**config.mk**
```make
export PLATFORM = sky130hd
export DESIGN_NAME = seq_core
export DESIGN_NICKNAME = d
export VERILOG_FILES = /design/src/rtl/seq_core_pkg.sv /design/src/rtl/seq_core_alu.sv /design/src/rtl/seq_core.sv
export SDC_FILE = /design/constraint.sdc
export NUM_CORES = 1
export LEC_CHECK = 0
export CORE_ASPECT_RATIO = 2
export CORE_UTILIZATION = 35
export CTS_BUF_LIST = sky130_fd_sc_hd__clkbuf_16
export DETAILED_ROUTE_END_ITERATION = 10
export GPL_TIMING_DRIVEN = 0
export MAX_ROUTING_LAYER = met4
export PLACE_DENSITY_LB_ADDON = 0.15
export SYNTH_ARGS = -nofsm -noshare
export SYNTH_HDL_FRONTEND = slang
export SYNTH_SLANG_ARGS = --single-unit
```
**constraint.sdc**
```tcl
create_clock -name clk -period 5.5 [get_ports clk]
set_input_delay 1.1 -clock clk [delete_from_list [all_inputs] [get_ports clk]]
set_output_delay 1.1 -clock clk [all_outputs]
set_load 0.02 [all_outputs]
```
**src/rtl/seq_core_pkg.sv**
```systemverilog
// Shared opcode, register and condition-code definitions
// for the seq_core single-cycle processor.
package seq_core_pkg;

    localparam logic [6:0] OP_NOP     = 7'b0000000;
    localparam logic [6:0] OP_ADD     = 7'b0000001;
    localparam logic [6:0] OP_SUB     = 7'b0000011;
    localparam logic [6:0] OP_AND     = 7'b0000100;
    localparam logic [6:0] OP_OR      = 7'b0000101;
    localparam logic [6:0] OP_XOR     = 7'b0000110;
    localparam logic [6:0] OP_NAND    = 7'b0000111;
    localparam logic [6:0] OP_NOR     = 7'b0001000;
    localparam logic [6:0] OP_NXOR    = 7'b0001001;
    localparam logic [6:0] OP_SHIFTR  = 7'b0001010;
    localparam logic [6:0] OP_SHIFTRA = 7'b0001011;
    localparam logic [6:0] OP_SHIFTL  = 7'b0001100;
    localparam logic [6:0] OP_HALT    = 7'b1111111;

    localparam logic [4:0] OP_LOADC   = 5'b01000;
    localparam logic [4:0] OP_LOAD    = 5'b01010;
    localparam logic [4:0] OP_STORE   = 5'b01100;

    localparam logic [3:0] OP_JMP      = 4'b1000;
    localparam logic [3:0] OP_JMPR     = 4'b1100;
    localparam logic [3:0] OP_JMPCOND  = 4'b1001;
    localparam logic [3:0] OP_JMPRCOND = 4'b1101;

    localparam logic [2:0] R0 = 3'd0;
    localparam logic [2:0] R1 = 3'd1;
    localparam logic [2:0] R2 = 3'd2;
    localparam logic [2:0] R3 = 3'd3;
    localparam logic [2:0] R4 = 3'd4;
    localparam logic [2:0] R5 = 3'd5;
    localparam logic [2:0] R6 = 3'd6;
    localparam logic [2:0] R7 = 3'd7;

    typedef enum logic [2:0] {
        CC_N  = 3'b000,
        CC_NN = 3'b001,
        CC_Z  = 3'b010,
        CC_NZ = 3'b011
    } cc_t;

    // Codes outside N/NN/Z/NZ never take the branch
    function automatic logic cond_met(
        input logic [2:0] cc,
        input logic       neg,
        input logic       zero
    );
        case (cc)
            CC_N:    return neg;
            CC_NN:   return ~neg;
            CC_Z:    return zero;
            CC_NZ:   return ~zero;
            default: return 1'b0;
        endcase
    endfunction

endpackage

```
**src/rtl/seq_core_alu.sv**
```systemverilog
// Combinational ALU: two-operand logic/arithmetic and
// in-place shifts of the first operand by a 6-bit amount.
module seq_core_alu
    import seq_core_pkg::*;
#(
    parameter int D_SIZE = 32
) (
    input  logic [6:0]        op,
    input  logic [D_SIZE-1:0] ra,
    input  logic [D_SIZE-1:0] rb,
    input  logic [5:0]        amt,
    output logic [D_SIZE-1:0] result
);

    always_comb begin
        result = '0;
        case (op)
            OP_ADD:     result = ra + rb;
            OP_SUB:     result = ra - rb;
            OP_AND:     result = ra & rb;
            OP_OR:      result = ra | rb;
            OP_XOR:     result = ra ^ rb;
            OP_NAND:    result = ~(ra & rb);
            OP_NOR:     result = ~(ra | rb);
            OP_NXOR:    result = ~(ra ^ rb);
            // Amounts past the width drain to 0 or to sign fill
            OP_SHIFTR:  result = ra >> amt;
            OP_SHIFTRA: result = D_SIZE'($signed(ra) >>> amt);
            OP_SHIFTL:  result = ra << amt;
            default:    result = '0;
        endcase
    end

endmodule

```
**src/rtl/seq_core.sv**
```systemverilog
// Single-cycle 16-bit-instruction core: register file,
// decode, pc sequencing and data-memory strobes.
module seq_core
    import seq_core_pkg::*;
#(
    parameter int A_SIZE = 10,
    parameter int D_SIZE = 32
) (
    input  logic              clk,
    input  logic              rst,
    output logic [A_SIZE-1:0] pc,
    input  logic [15:0]       instruction,
    output logic              read,
    output logic              write,
    output logic [A_SIZE-1:0] address,
    input  logic [D_SIZE-1:0] data_in,
    output logic [D_SIZE-1:0] data_out
);

    logic [D_SIZE-1:0] regs [8];
    logic              halted;

    logic [6:0] op7;
    logic [4:0] op5;
    logic [3:0] op4;
    logic [2:0] fd, fa, fb, hd;

    assign op7 = instruction[15:9];
    assign op5 = instruction[15:11];
    assign op4 = instruction[15:12];
    assign fd  = instruction[8:6];
    assign fa  = instruction[5:3];
    assign fb  = instruction[2:0];
    assign hd  = instruction[10:8];

    logic is_arith, is_shift, is_halt;
    logic is_loadc, is_load, is_store;
    logic is_jmp, is_jmpr, is_jmpc, is_jmprc;

    assign is_arith = op7 inside {OP_ADD, OP_SUB, OP_AND,
                                  OP_OR, OP_XOR, OP_NAND,
                                  OP_NOR, OP_NXOR};
    assign is_shift = op7 inside {OP_SHIFTR, OP_SHIFTRA,
                                  OP_SHIFTL};
    assign is_halt  = (op7 == OP_HALT);
    assign is_loadc = (op5 == OP_LOADC);
    assign is_load  = (op5 == OP_LOAD);
    assign is_store = (op5 == OP_STORE);
    assign is_jmp   = (op4 == OP_JMP);
    assign is_jmpr  = (op4 == OP_JMPR);
    assign is_jmpc  = (op4 == OP_JMPCOND);
    assign is_jmprc = (op4 == OP_JMPRCOND);

    logic [D_SIZE-1:0] alu_a, alu_res;

    // Shifts operate on Rd in place
    assign alu_a = regs[is_shift ? fd : fa];

    seq_core_alu #(.D_SIZE(D_SIZE)) u_alu (
        .op     (op7),
        .ra     (alu_a),
        .rb     (regs[fb]),
        .amt    (instruction[5:0]),
        .result (alu_res)
    );

    logic [A_SIZE-1:0] rel_pc;
    logic              taken;

    assign rel_pc = pc + {{(A_SIZE-6){instruction[5]}},
                          instruction[5:0]};
    assign taken  = cond_met(instruction[11:9],
                             regs[fd][D_SIZE-1],
                             regs[fd] == '0);

    logic [A_SIZE-1:0] next_pc;
    logic              we, halt_set, rd_s, wr_s;
    logic [2:0]        wd;
    logic [D_SIZE-1:0] wv, dout;
    logic [A_SIZE-1:0] addr;

    always_comb begin
        next_pc  = pc + A_SIZE'(1);
        we       = 1'b0;
        wd       = fd;
        wv       = alu_res;
        halt_set = 1'b0;
        rd_s     = 1'b0;
        wr_s     = 1'b0;
        addr     = '0;
        dout     = '0;
        unique case (1'b1)
            is_halt: begin
                halt_set = 1'b1;
                next_pc  = pc;
            end
            is_arith, is_shift: we = 1'b1;
            is_loadc: begin
                we = 1'b1;
                wd = hd;
                wv = {regs[hd][D_SIZE-1:8], instruction[7:0]};
            end
            is_load: begin
                we   = 1'b1;
                wd   = hd;
                wv   = data_in;
                rd_s = 1'b1;
                addr = regs[fb][A_SIZE-1:0];
            end
            is_store: begin
                wr_s = 1'b1;
                addr = regs[hd][A_SIZE-1:0];
                dout = regs[fb];
            end
            is_jmp:  next_pc = regs[fb][A_SIZE-1:0];
            is_jmpr: next_pc = rel_pc;
            is_jmpc: begin
                if (taken) next_pc = regs[fb][A_SIZE-1:0];
            end
            is_jmprc: begin
                if (taken) next_pc = rel_pc;
            end
            default: ;
        endcase
    end

    // Strobes follow reset asynchronously and go quiet once halted
    logic active;
    assign active   = rst & ~halted;
    assign read     = active & rd_s;
    assign write    = active & wr_s;
    assign address  = active ? addr : '0;
    assign data_out = active ? dout : '0;

    always_ff @(posedge clk or negedge rst) begin
        if (!rst) begin
            pc     <= '0;
            halted <= 1'b0;
            for (int i = 0; i < 8; i++) regs[i] <= '0;
        end else if (!halted) begin
            pc <= next_pc;
            if (halt_set) halted <= 1'b1;
            if (we) regs[wd] <= wv;
        end
    end

endmodule

```
==> results.toml, run 1 <==
[synth]
synthFlopType = "dfrtp_1"
syn-instance-count = 3046
netlist_area_um2 = 28200
synth_largest_area_cell = "dfrtp_1"
synth.area.top_cells = "dfrtp_1, mux4_2, mux2i_1"
synth_edf_count = 0
ys_top_cells_by_count = "nand2_1, dfrtp_1, nor2_1"
avgSynthCellArea_um2 = 9.25
synth_most_common_cell = "nand2_1"
synth_nets = 3203
ys_seq_area_share_pct = 23.7
yosys_warnings = 0
async_reset_ff_share_pct = 100
ys_ff_latch = 267
yosysTopAreaCellShare_pct = 23.7
synth.distinct_cells = 108

[die]
dieWidth_um = 203
pin_count = 104
placementRows = 146
die_h_um = 403
start_util_pct = 35.4

[place]
portBuffers = 95
gp_congestion = 1.23
dp_hpwl_mm = 177
placed_cell_area_um2 = 31300

[clock_network]
hold_buffers = 0
clock-root-buffer = "clkbuf_16"
h-tree-depth = 1
cts.path.max_buffers = 3
cts_inserted_buffers = 27
cts_sinks = 267

[grt]
grt.overflow.total = 169
grt_start_max_net_pins = 96
grt_pass1_wl_mm = 376
grt_pass1_vias = 38483
track_usage_pct = 68.2

[status]
status = "aborted with a tool error"
lastStage = "global routing"
stop_error = "[ERROR GRT-0116] Global routing finished with congestion. Check the congestion regions in the DRC Viewer."
-- per-stage QoR --
stage                     util (%)  setup TNS (ns)  instances  setup slack, ns
after global placement        39.1        -3595.09       4177            -8.86
after CTS                     46.0          -49.76       4419           -0.637
after detailed placement      39.4        -1102.85       4185            -4.94
after floorplan                  -          -50.78       3046           -0.605
-- cell families after synthesis --
family                   synth area share, %
buffers and inverters                   5.25
adder cells (fa/ha/maj)                 4.81
multiplexers                            29.4
XOR/XNOR                                2.27
flip-flops                              23.7
AO/OA/AOI/OAI                           19.8
AND/OR/NAND/NOR                         14.8
-- layer usage --
| layer | track usage [%] | GRT overflow |
|---|---|---|
| met5 | - | - |
| met4 | 69.8 | 69 |
| met3 | 44.5 | 5 |
| met2 | 87.3 | 94 |
| met1 | 66.5 | 1 |
-- timing repair --
item,4_1_cts
setup buffers,188
endpoints found under the hold margin,0
endpoints found under the setup margin,310
resized for setup,619
pin swaps,91
gates cloned,0
==> inputs of run 2 (changes only) <==
--- a/config.mk
+++ b/config.mk
@@ -5,12 +5,9 @@
 export SDC_FILE = /design/constraint.sdc
 export NUM_CORES = 1
 export LEC_CHECK = 0
-export CORE_ASPECT_RATIO = 2
-export CORE_UTILIZATION = 35
-export CTS_BUF_LIST = sky130_fd_sc_hd__clkbuf_16
+export CORE_UTILIZATION = 20
 export DETAILED_ROUTE_END_ITERATION = 10
 export GPL_TIMING_DRIVEN = 0
-export MAX_ROUTING_LAYER = met4
 export PLACE_DENSITY_LB_ADDON = 0.15
 export SYNTH_ARGS = -nofsm -noshare
 export SYNTH_HDL_FRONTEND = slang
==> constraint.sdc (replaced) <==
create_clock -name clk -period 7.2 [get_ports clk]
set_input_delay 1.44 -clock clk [delete_from_list [all_inputs] [get_ports clk]]
set_output_delay 1.44 -clock clk [all_outputs]
set_load 0.02 [all_outputs]
==> run 2 against run 1 <==
  * The flow now finishes, with violations (max-capacitance violations, max-slew violations, negative setup slack)
  * Area after synthesis stayed put
  * Synthesized cell count is the same
==> results.toml, run 2 <==
[status]
status = "complete, but fails checks"
failed_checks = "max-capacitance violations, max-slew violations, negative setup slack"

[timing]
finalSetupTns_ns = -4.02
setup_violations = 38
skew_ns = 0.0335
worstMarginPinSlew_ns = 1.56
finalCritPeriodShare_pct = 103
hold_viol = 0
slew_violations = 29
maxSlewHeadroom_pct = -4.02
worst_slack_ns = -0.198
fmax_mhz = 135
fin_crit_ns = 7.40

[cells_and_area]
final_common_cell = "nand2_1"
layout.cells.most_common_list = "nand2_1, dfrtp_1, nor2_1"
fin_area_um2 = 35100
layout-drive-gt1-share_pct = 23.5
largest_reg_flops = 256
top_register = "regs"
fillers = 15076
seq_area_um2 = 6680
multi_input_area_um2 = 20900
fin_nets = 3425
stdcell_count = 5172
area_delta_synth_final_pct = 24.5
finish.utilization_pct = 25.1
largestRegisters = "regs (256), pc (10), halted (1)"

[grt]
track_usage_pct = 27.5
grt_start_max_net_pins = 107
grt_pass1_wl_mm = 267
antenna_found_initial = 13
grt_pass1_vias = 28867
grt.overflow.total = 0

[drt]
vias_per_cell = 5.99
drc = 0
finalWirelength_mm = 200
first_pass_iters = 6
vias = 30973
drtIter0Drc = 4931
wl_per_cell_um = 38.7
ant_nets = 0

[critical_path]
ff2ff_setup_slack_ns = 1.28
cp_slowest_cell = "clkbuf_1"
path_buf_inv = 5
worstSetupEndpointType = "flop"
crit_family = "buffers and inverters"
critPathArrivalTime_ns = 7.81
start_kind = "input port"
cp_cell_sequence = "buf_2 -> clkbuf_1 -> buf_1 -> clkbuf_1 -> clkbuf_1 -> mux2i_1 -> o21ai_0 -> a2111oi_0 -> o311a_1 -> o21ai_0"
reg2reg_from = "regs[135]$_DFFE_PN0P_"
r2r-end = "regs[223]$_DFFE_PN0P_"
slowest_delay_ns = 1.13
crit_required_ns = 7.61
worst-setup-path-type = "input port to flop"
crit_path_frequent_cell = "clkbuf_1"
reg2regPathDepth = 22
crit_fanout = 10

[die]
pin_count = 104
dieWidth_um = 377
placementRows = 137
die_h_um = 377
core_area_um2 = 140000
start_util_pct = 20.2
dieArea_um2 = 142000

[place]
post-place-ws_ns = -5.32
dp_hpwl_mm = 158
gp_congestion = 1.06
portBuffers = 95
placed_cell_area_um2 = 31700
placed_cells = 5027

[clock_network]
clock-root-buffer = "clkbuf_16"
cts_tree = "done"
cts.path.max_buffers = 3
cts_sinks = 267
h-tree-depth = 2
clock_latency_ns = 0.59
cts_inserted_buffers = 36
cts.clk_slew.worst_paths_ns = 0.06
hold_buffers = 0

[synth]
synth.distinct_cells = 108
synth_nets = 3203
synth_most_common_cell = "nand2_1"
avgSynthCellArea_um2 = 9.25
async_reset_ff_share_pct = 100
syn-instance-count = 3046
yosys_warnings = 0
synth_edf_count = 0
ys_seq_area_share_pct = 23.7
ys_ff_latch = 267
synth.area.top_cells = "dfrtp_1, mux4_2, mux2i_1"
synth_largest_area_cell = "dfrtp_1"
synthFlopType = "dfrtp_1"
netlist_area_um2 = 28200
ys_top_cells_by_count = "nand2_1, dfrtp_1, nor2_1"
yosysTopAreaCellShare_pct = 23.7

[pwr]
ir_worst_vdd_mv = 0.143
pwr_density_cell_nw_per_um2 = 228
p_leak_nw = 13.8

[job]
cap_violations = 5

[min_path]
hp-class = "flop to flop"
hp-start = "regs[33]$_DFFE_PN0P_"
min_to = "regs[33]$_DFFE_PN0P_"
whs_path_depth = 2
[run 2: cell counts after synthesis]
Identical to the previous run, type by type.
[run 2: final cells by class]
class,instances,area share [%]
Antenna cell,4,0.0285
Buffer,241,4.67
Clock buffer,49,3.00
Clock inverter,13,0.460
Inverter,104,1.14
Multi-Input combinational cell,2426,59.5
Sequential cell,267,19.0
Tap cell,1876,6.69
Timing Repair Buffer,192,5.50
[run 2: cells by family after synthesis]
group / after synthesis / share of synthesized area [%]
DFF: 267 / 23.7
buffers and inverters: 353 / 5.25
muxes: 540 / 29.4
AOI/OAI and AO/OA: 831 / 19.8
and+or+nand+nor: 876 / 14.8
adders and majority gates: 107 / 4.81
xor gates and xnor gates: 72 / 2.27
[run 2: how the worst max path moves through the flow]
stage                          from                    end  depth (start not counted)
finish               instruction[9]   regs[51]$_DFFE_PN0P_                         10
global route        instruction[15]   regs[10]$_DFFE_PN0P_                         29
CTS                  instruction[3]   regs[95]$_DFFE_PN0P_                         21
detailed placement   instruction[0]   regs[94]$_DFFE_PN0P_                         22
global placement                rst           data_out[16]                          6
floorplan            instruction[1]  regs[125]$_DFFE_PN0P_                         26
[run 2: stage by stage]
step                      hold WS, ns  total power (W)
after floorplan                 0.491          0.00409
after global placement          0.559          0.00561
after detailed placement        0.563          0.00561
after CTS                       0.575          0.00778
after global routing            0.620          0.00821
final                           0.566          0.00798
[run 2: what timing repair did]
item | in CTS | in global routing
setup endpoints to repair | 283 | 202
gates cloned | 0 | 0
setup buffers | 46 | 41
resized for setup | 320 | 75
pin swaps | 22 | 23
[run 2: worst register-to-register path: cells and delay by family (launching register included)]
kind                     cells  cell delay (ns)
AO/OA/AOI/OAI                8             1.83
XOR/XNOR                     1             0.15
adder cells (fa/ha/maj)      1             0.33
buffers and inverters        4             0.82
flip-flops                   1             0.57
multiplexers                 3             1.13
AND/OR/NAND/NOR              5             1.01
[run 2: power breakdown]
group          internal, W  switching, W  total, W
clock network      0.00113      0.000756   0.00189
logic              0.00147       0.00234   0.00381
registers          0.00171      0.000568   0.00228
[run 2: routing by layer]
metal | global-route usage [%] | share of wire, % | vias up
met3 | 6.97 | 10 | 595
met5 | 0 | 0.036 | -
met1 | 35.4 | 40 | 15932
li1 | - | - | 12222
met4 | 16.3 | 7.4 | 10
met2 | 41.2 | 42 | 2214
Note: power is estimated with default switching activity, not from simulation.
